--- config.mk ---
export PLATFORM = sky130hd
export DESIGN_NAME = fp_sqrt_post
export DESIGN_NICKNAME = d
export VERILOG_FILES = /design/src/rtl/fpu_pkg.sv /design/src/rtl/sqrt_res_fifo.sv /design/src/rtl/fp_sqrt_post.sv
export SDC_FILE = /design/constraint.sdc
export NUM_CORES = 1
export LEC_CHECK = 0
export ABC_AREA = 1
export CAP_MARGIN = 30
export CORE_MARGIN = 10
export CORE_UTILIZATION = 45
export DETAILED_ROUTE_END_ITERATION = 12
export GPL_ROUTABILITY_DRIVEN = 0
export HOLD_SLACK_MARGIN = 0.05
export PLACE_DENSITY = 0.64
export SYNTH_ARGS = -nofsm -noshare
export SYNTH_HDL_FRONTEND = slang
export SYNTH_SLANG_ARGS = --single-unit
--- constraint.sdc ---
create_clock -name clk -period 3.2 [get_ports clk]
set_input_delay 0.48 -clock clk [delete_from_list [all_inputs] [get_ports clk]]
set_output_delay 0.48 -clock clk [all_outputs]
set_load 0.005 [all_outputs]
--- src/rtl/fpu_pkg.sv ---
// Shared FPU definitions for the sqrt result path:
// class codes, special encodings and stage bundles.
package fpu_pkg;

  typedef enum logic [1:0] {
    CLS_NORM = 2'b00,
    CLS_ZERO = 2'b01,
    CLS_INF  = 2'b10,
    CLS_NAN  = 2'b11
  } cls_e;

  localparam logic [31:0] QNAN = 32'h7FC00000;
  localparam logic [31:0] PINF = 32'h7F800000;
  localparam int EXP_BIAS = 127;
  localparam int MAN_W = 23;

  typedef struct packed {
    logic       valid;
    logic       sign;
    logic [7:0] exp;
    cls_e       cls;
  } side_t;

  typedef struct packed {
    logic        inexact;
    logic [31:0] data;
  } res_t;

endpackage

--- src/rtl/sqrt_res_fifo.sv ---
// Small synchronous FIFO for packed sqrt results.
// Simultaneous push and pop is accepted even when full.
module sqrt_res_fifo #(
  parameter int W = 33,
  parameter int DEPTH = 4
) (
  input  logic                     clk,
  input  logic                     rst,
  input  logic                     push,
  input  logic                     pop,
  input  logic [W-1:0]             din,
  output logic [W-1:0]             dout,
  output logic [$clog2(DEPTH):0]   count,
  output logic                     full,
  output logic                     empty
);

  localparam int AW = $clog2(DEPTH);

  logic [W-1:0]  mem [DEPTH];
  logic [AW-1:0] wr_ptr;
  logic [AW-1:0] rd_ptr;
  logic          do_push;
  logic          do_pop;

  assign empty   = (count == '0);
  assign full    = (count == (AW+1)'(DEPTH));
  assign do_pop  = pop & ~empty;
  assign do_push = push & (~full | do_pop);
  assign dout    = empty ? '0 : mem[rd_ptr];

  always_ff @(posedge clk or negedge rst) begin
    if (!rst) begin
      wr_ptr <= '0;
      rd_ptr <= '0;
      count  <= '0;
    end else begin
      if (do_push) wr_ptr <= wr_ptr + 1'b1;
      if (do_pop)  rd_ptr <= rd_ptr + 1'b1;
      unique case ({do_push, do_pop})
        2'b10:   count <= count + 1'b1;
        2'b01:   count <= count - 1'b1;
        default: count <= count;
      endcase
    end
  end

  // Storage needs no reset; reads are masked while empty.
  always_ff @(posedge clk) begin
    if (do_push) mem[wr_ptr] <= din;
  end

endmodule

--- src/rtl/fp_sqrt_post.sv ---
// Sqrt core back end: side-band alignment, RNE rounding,
// binary32 packing, result FIFO and upstream credits.
module fp_sqrt_post
  import fpu_pkg::*;
#(
  parameter int RW = 26,
  parameter int LAT = 5,
  parameter int DEPTH = 4
) (
  input  logic          clk,
  input  logic          rst,
  input  logic          issue_valid,
  input  logic          issue_sign,
  input  logic [7:0]    issue_exp,
  input  logic [1:0]    issue_class,
  output logic          issue_ok,
  input  logic [RW-1:0] root,
  input  logic          root_sticky,
  input  logic          root_done,
  output logic          out_valid,
  input  logic          out_ready,
  output logic [31:0]   out_data,
  output logic          out_inexact,
  output logic          err_ovf
);

  localparam int CW = $clog2(DEPTH) + 1;
  localparam int IW = $clog2(LAT + DEPTH + 2) + 1;
  localparam int SW = IW + 1;
  localparam logic [RW-1:0] LO_MASK = {RW{1'b1}} >> 25;

  side_t dl [LAT];
  side_t dl_in;
  side_t tap;

  assign dl_in = '{
    valid: issue_valid,
    sign:  issue_sign,
    exp:   issue_exp,
    cls:   cls_e'(issue_class)
  };

  always_ff @(posedge clk or negedge rst) begin
    if (!rst) begin
      for (int i = 0; i < LAT; i++) dl[i] <= '0;
    end else begin
      dl[0] <= dl_in;
      for (int i = 1; i < LAT; i++) dl[i] <= dl[i-1];
    end
  end

  assign tap = dl[LAT-1];

  logic [MAN_W-1:0] man;
  logic [MAN_W-1:0] man_r;
  logic             g;
  logic             s;
  logic             inc;
  logic             c;
  logic [7:0]       exp_r;
  logic             unused;

  // Hidden bit is implied by the normal class.
  assign unused = root[RW-1];
  assign man    = root[RW-2 -: MAN_W];
  assign g      = root[RW-25];
  assign s      = (|(root & LO_MASK)) | root_sticky;
  assign inc    = g & (s | man[0]);
  assign {c, man_r} = {1'b0, man} + {{MAN_W{1'b0}}, inc};
  assign exp_r  = tap.exp + {7'b0, c};

  res_t pk;

  always_comb begin
    pk = '0;
    unique case (tap.cls)
      CLS_NORM: begin
        pk.data    = {tap.sign, exp_r, man_r};
        pk.inexact = g | s;
      end
      CLS_ZERO: pk.data = {tap.sign, 31'b0};
      CLS_INF:  pk.data = PINF;
      CLS_NAN:  pk.data = QNAN;
      default:  pk = '0;
    endcase
  end

  logic          acc;
  logic          proto_err;
  logic          drop;
  logic          full;
  logic          empty;
  logic [CW-1:0] count;
  logic [IW-1:0] inflight;
  logic [SW-1:0] used;
  res_t          head;

  assign acc       = tap.valid & root_done;
  assign proto_err = tap.valid & ~root_done;
  assign drop      = acc & full & ~out_ready;

  sqrt_res_fifo #(
    .W     ($bits(res_t)),
    .DEPTH (DEPTH)
  ) u_fifo (
    .clk   (clk),
    .rst   (rst),
    .push  (acc),
    .pop   (out_ready),
    .din   (pk),
    .dout  (head),
    .count (count),
    .full  (full),
    .empty (empty)
  );

  assign out_valid   = ~empty;
  assign out_data    = head.data;
  assign out_inexact = head.inexact;

  always_ff @(posedge clk or negedge rst) begin
    if (!rst) begin
      inflight <= '0;
      err_ovf  <= 1'b0;
    end else begin
      inflight <= inflight + IW'(issue_valid) - IW'(acc);
      if (proto_err | drop) err_ovf <= 1'b1;
    end
  end

  // Credits cover both queued results and roots still in the core.
  assign used     = SW'(count) + SW'(inflight);
  assign issue_ok = (used < SW'(DEPTH));

endmodule

Word-level counts from Yosys, hierarchy flattened
Memory sizes are Yosys's and may differ from the RTL's. Cells that the tools add are included.

Register bits after elaboration: 73. Bits in writable memories: 132. Input bits: 43. Output and inout port bits: 36. Word-level logic and storage cells: 67. Memories kept: 1.

Add/subtract/negate cells: 9. Order comparisons: 1. Eq/ne operators: 6. Muxes and demuxes: 6. Bitwise logic cells: 16. Reduce and logical (&&, ||, !) cells: 3.

Memories: u_fifo.mem (words 4, bits a word 33, rd ports 1, clocked after memory_dff 0, write ports 1, line sqrt_res_fifo.sv:20) `logic [W-1:0] mem [DEPTH];`.

Operators with widths (number): case mux 32 bit (4 select lines) (1); two-way mux 33 bit (1); adder 23 x 1 -> 24 bit (1); adder 8 x 1 -> 8 bit (1); AND 1 bit (7); adder 3 x 5 -> 6 bit (1); equality test 2 bit, second input constant (3); < comparator 6 x 3 -> 1 bit, second input constant (1); case mux 3 bit (2 select lines) (1); adder 5 x 1 -> 5 bit (1); bitwise OR 1 bit (5); subtractor 5 x 1 -> 5 bit (1); adder 2 x 1 -> 2 bit, second input constant (2); equality test 2 x 1 -> 1 bit, second input constant (2); NOT 1 bit (4); adder 3 x 1 -> 3 bit, second input constant (1); equality test 3 bit, second input constant (1); logical NOT 3 bit (1); two-way mux 1 bit (3); subtractor 3 x 1 -> 3 bit, second input constant (1); logical NOT 2 bit (1); nonzero test 2 bit (1).

Logic depth before layout (Yosys ltp)
Depth after elaboration: 7. Gate-level depth with buffers: 12. Depth with buffers taken out: 12.

Hierarchy
A second synthesis with hierarchy kept.

Cells, all modules: 751. Area, all modules: 8475.6 µm².

Modules (own cells, without submodules): sqrt_res_fifo (times used 1, cells an instance 445, area each 5601.6 µm², sequential area each 4139.0 µm²); fp_sqrt_post (times used 1, cells an instance 306, area each 2874.0 µm², sequential area each 1651.6 µm²).

Worst setup path before layout
OpenSTA, ideal clock, no wires.

Path type: input to register. Start: in out_ready. End: mem u_fifo.mem[0][0], enable pin. Arrival time: 2.209 ns. Path slack: 0.568 ns. Cell stages on the path: 4. Path buffers: 0. Path through: inv_1 nand4_1 nand2_1 nor2_1.

Word-level cells in the longest chain between the ends: 5.

Ends and longest elaborated chain: start, declared (line fp_sqrt_post.sv:21) `input logic out_ready,`; AND 1 bit (line sqrt_res_fifo.sv:28) `assign do_pop = pop & ~empty;`; bitwise OR 1 bit (line sqrt_res_fifo.sv:29) `assign do_push = push & (~full | do_pop);`; AND 1 bit (line sqrt_res_fifo.sv:29); two-way mux 1 bit (line sqrt_res_fifo.sv:50) `if (do_push) mem[wr_ptr] <= din;`; two-way mux 1 bit (implied by the code) (line sqrt_res_fifo.sv:50); end, declared (line sqrt_res_fifo.sv:20).

No other way between the ends.

Worst setup path in the final report
Start: reg u_fifo.rd_ptr[0]. End: out out_data[19].

Word-level cells in the longest chain between the ends: 2.

Ends and longest elaborated chain: start, declared (line sqrt_res_fifo.sv:22) `logic [AW-1:0] rd_ptr;`; start signal, assigned (line sqrt_res_fifo.sv:39) `if (do_pop) rd_ptr <= rd_ptr + 1'b1;`; memory read (4 x 33 bit); two-way mux 33 bit (line sqrt_res_fifo.sv:30) `assign dout = empty ? '0 : mem[rd_ptr];`; end, declared (line fp_sqrt_post.sv:22) `output logic [31:0] out_data,`.

No other way between the ends.

==> qor.yml <==
sta:
  max_freq_mhz: 329.9
  whs_ps: 340.6
  maxSlewHeadroom_pct: 61.17
  tightest_slew_ps: 581.6
  min_period_ps: 3031
  clock_skew_ps: 16.64
  post-route-period-util_pct: 94.73
  setup_tns_ps: 0
  final_hold_viol_count: 0
  finalMaxSlewViolations: 0
  finalSetupViolCount: 0
  rsz0062_at_grt: "false"
critical_path:
  path_max_fanout: 42
  rr_endpoint: "u_fifo.count[1]$_DFFE_PN0P_"
  path_class: "flop to primary output"
  r2r_start: "u_fifo.count[0]$_DFFE_PN0P_"
  r2r_slack_ps: 970
  critPathArrivalTime_ps: 2550
  path_cells: "inv_2 -> buf_4 -> o21ai_0 -> a21oi_1 -> clkdlybuf4s50_1"
  slowest_stage: "dfrtp_4"
  crit_path_max_incr_delay_ps: 600
  path_buf_inv: 3
  endpoint_kind: "primary output"
  cp.required_ps: 2720
  crit_family: "buffers and inverters"
  reg2regPathDepth: 8
  startpoint_type: "flop"
hold_path:
  hold_path_class: "flop to flop"
  min_to: "dl[17]$_DFF_PN0_"
  min-delay-start: "dl[29]$_DFF_PN0_"
  worstHoldPathCells: 0
floorplan:
  die_area_um2: 24520
  placeableCoreArea_um2: 18150
  io_pins: 79
  start_util_pct: 46.26
  fp.dieH_um: 156.6
  die_w_um: 156.6
  row_count: 49
flow_run:
  drv_cap: 0
synthesis:
  syn-num-nets: 797
  synthCells: 736
  syn_area_per_cell_um2: 11.41
  yosys_warnings: 0
  synth_area_um2: 8396
  ys_types: 36
  yosysSeqAreaShare_pct: 68.97
  synth_seq_cells: 205
clock_network:
  numCtsBuffers: 21
  cts.htree.levels: 1
  ctsLongestPathBuffers: 3
  cts_setup_buffers: 0
  numClockSinks: 205
  clock_latency_ps: 490
  clk_pin_slew_ps: 60
  cts_root_buf: "clkbuf_16"
  cts_tree: "yes"
route:
  ant_nets: 0
  dr.pass1.iters: 5
  vias: 5447
  wl_per_cell_um: 16.19
  first_iter_violations: 251
  remaining_drc_errors: 0
  viasPerCell: 5.086
  wirelength_um: 17340
global_route:
  antenna_found_initial: 0
  grt_max_degree: 43
  grt_usage_pct: 13.93
  grt_first_pass_wirelength_um: 27450
  grt_pass1_vias: 5421
  globalRouteOverflowTotal: 0
cells_and_area:
  area_delta_synth_final_pct: 20.94
  layout-drive-gt1-share_pct: 9.739
  num_antenna_cells: 0
  nets: 888
power_and_ir_drop:
  pwr-share-seq_pct: 38.9
  p_leak_nw: 3.967
  p_sw_w: 0.002646
  p_comb_share_pct: 33.3
  intPower_w: 0.005851
  p_sw_share_pct: 31.14
  peakVddDrop_v: 0.0004385
  powerDensity_nw_per_um2: 836.9
  clkPwrFrac_pct: 27.8
placement:
  dpl.hpwl_um: 10960
  portBuffers: 77
run_status:
  status: "finished clean"
==> synthesized netlist by cell type (all sizes together) <==
cell type,instances,area [um^2]
nor2,186,762.0
edfxtp,132,3964
o21ai,81,405.4
dfrtp,73,1827
nand2,73,291.5
a21oi,51,255.2
inv,49,183.9
buf,18,111.4
ha,16,200.2
nand3,16,85.08
clkbuf,9,38.79
xor2,6,52.55
xnor2,5,43.79
nand4,4,25.02
nor3,4,20.02
and2,2,15.02
fa,2,40.04
nor3b,2,25.02
o21a,2,15.01
a211oi,1,7.510
a21o,1,7.510
a31oi,1,6.260
nor4,1,6.260
o21bai,1,7.510
==> sequential cells by signal, summed over array words and instances, names as in the netlist <==
name,cells
dl,60
err_ovf,1
inflight,5
u_fifo.count,3
u_fifo.mem,132
u_fifo.rd_ptr,2
u_fifo.wr_ptr,2
==> cell families (layout without fill, tap and decap cells) <==
logic type | count (synthesis) | count (layout) | share of synthesized area, %
fa+ha+maj | 18 | 18 | 2.861
xor+xnor | 11 | 11 | 1.148
flops | 205 | 205 | 68.97
simple gates | 288 | 288 | 14.65
buf+inv | 76 | 182 | 3.979
compound gates | 138 | 138 | 8.391
==> stage by stage <==
stage / cell area [um^2] / setup WS, ps / total power [W] / std cells / util (%)
floorplan: 8396 / 568.0 / 0.004913 / 736 / -
global placement: 9449 / 221.7 / 0.006154 / 1032 / 52.07
detailed placement: 9449 / 177.5 / 0.006248 / 1032 / 52.07
CTS: 10150 / 75.26 / 0.008626 / 1071 / 55.94
global route: 10150 / 7.580 / 0.009055 / 1071 / 55.95
finish: 10150 / 168.7 / 0.008497 / 1071 / 55.95
==> timing repair <==
item,CTS,global route
hold buffers,1,0
endpoints found under the hold margin,19,0
endpoints found under the setup margin,0,5
resized for setup,0,1
==> power by group through the flow <==
stage          combinational (W)  sequential [W]  clock [W]
2_1_floorplan            0.00164         0.00327          0
6_report                 0.00283         0.00330    0.00236
4_1_cts                  0.00291         0.00330    0.00242
3_3_place_gp             0.00281         0.00334          0
5_1_grt                  0.00318         0.00334    0.00254
3_5_place_dp             0.00289         0.00336          0
==> worst reg2reg max path: cells and delay by family, from the launching register on <==
kind            cells  cell delay, ps
flops               1             410
fa+ha+maj           2             640
buf+inv             2             230
simple gates        3             680
compound gates      1             180
==> cell usage in the layout, fill, tap and decap left out, types with 6 or more instances in the layout <==
| cell type | netlist | routed |
|---|---|---|
| nand3_1 | 15 | 15 |
| a21oi_1 | 51 | 51 |
| clkbuf_8 | 0 | 6 |
| o21ai_1 | 12 | 12 |
| nor2_2 | 4 | 8 |
| dfrtp_1 | 73 | 72 |
| o21ai_0 | 69 | 69 |
| ha_1 | 16 | 16 |
| inv_1 | 46 | 46 |
| clkdlybuf4s50_1 | 0 | 76 |
| edfxtp_1 | 132 | 132 |
| xor2_1 | 6 | 6 |
| buf_4 | 1 | 16 |
| nor2_1 | 176 | 172 |
| nand2_1 | 68 | 68 |
| clkbuf_16 | 0 | 22 |
==> per-layer routing <==
layer / part of all wire (%) / track usage, % / up-vias
li1: - / - / 2657
met1: 43 / 17.40 / 2629
met2: 49 / 24.21 / 136
met3: 5.6 / 2.796 / 25
met4: 1.4 / 3.596 / 0
met5: 0 / 0 / -
==> final cells by class <==
cell class / instances / area (um^2)
Clock buffer: 31 / 651.9
Fill cell: 1515 / 7994
Multi-Input combinational cell: 455 / 2281
Clock inverter: 7 / 40.04
Timing Repair Buffer: 95 / 915.9
Sequential cell: 205 / 5794
Inverter: 49 / 183.9
Tap cell: 229 / 286.5
==> how the worst max path moves through the flow <==
stage / endpoint / slack (ps) / from / cells past startpoint
finish: out_data[19] / 170 / u_fifo.rd_ptr[0]$_DFFE_PN0P_ / 5
global route: out_data[19] / 8 / u_fifo.rd_ptr[0]$_DFFE_PN0P_ / 5
CTS: out_data[6] / 80 / u_fifo.rd_ptr[0]$_DFFE_PN0P_ / 6
detailed placement: u_fifo.mem[2][30]$_DFFE_PP_ / 180 / root[6] / 13
global placement: u_fifo.mem[2][27]$_DFFE_PP_ / 220 / root[6] / 13
floorplan: u_fifo.mem[0][0]$_DFFE_PP_ / 570 / out_ready / 4
Note: power is estimated with default switching activity, not from simulation.
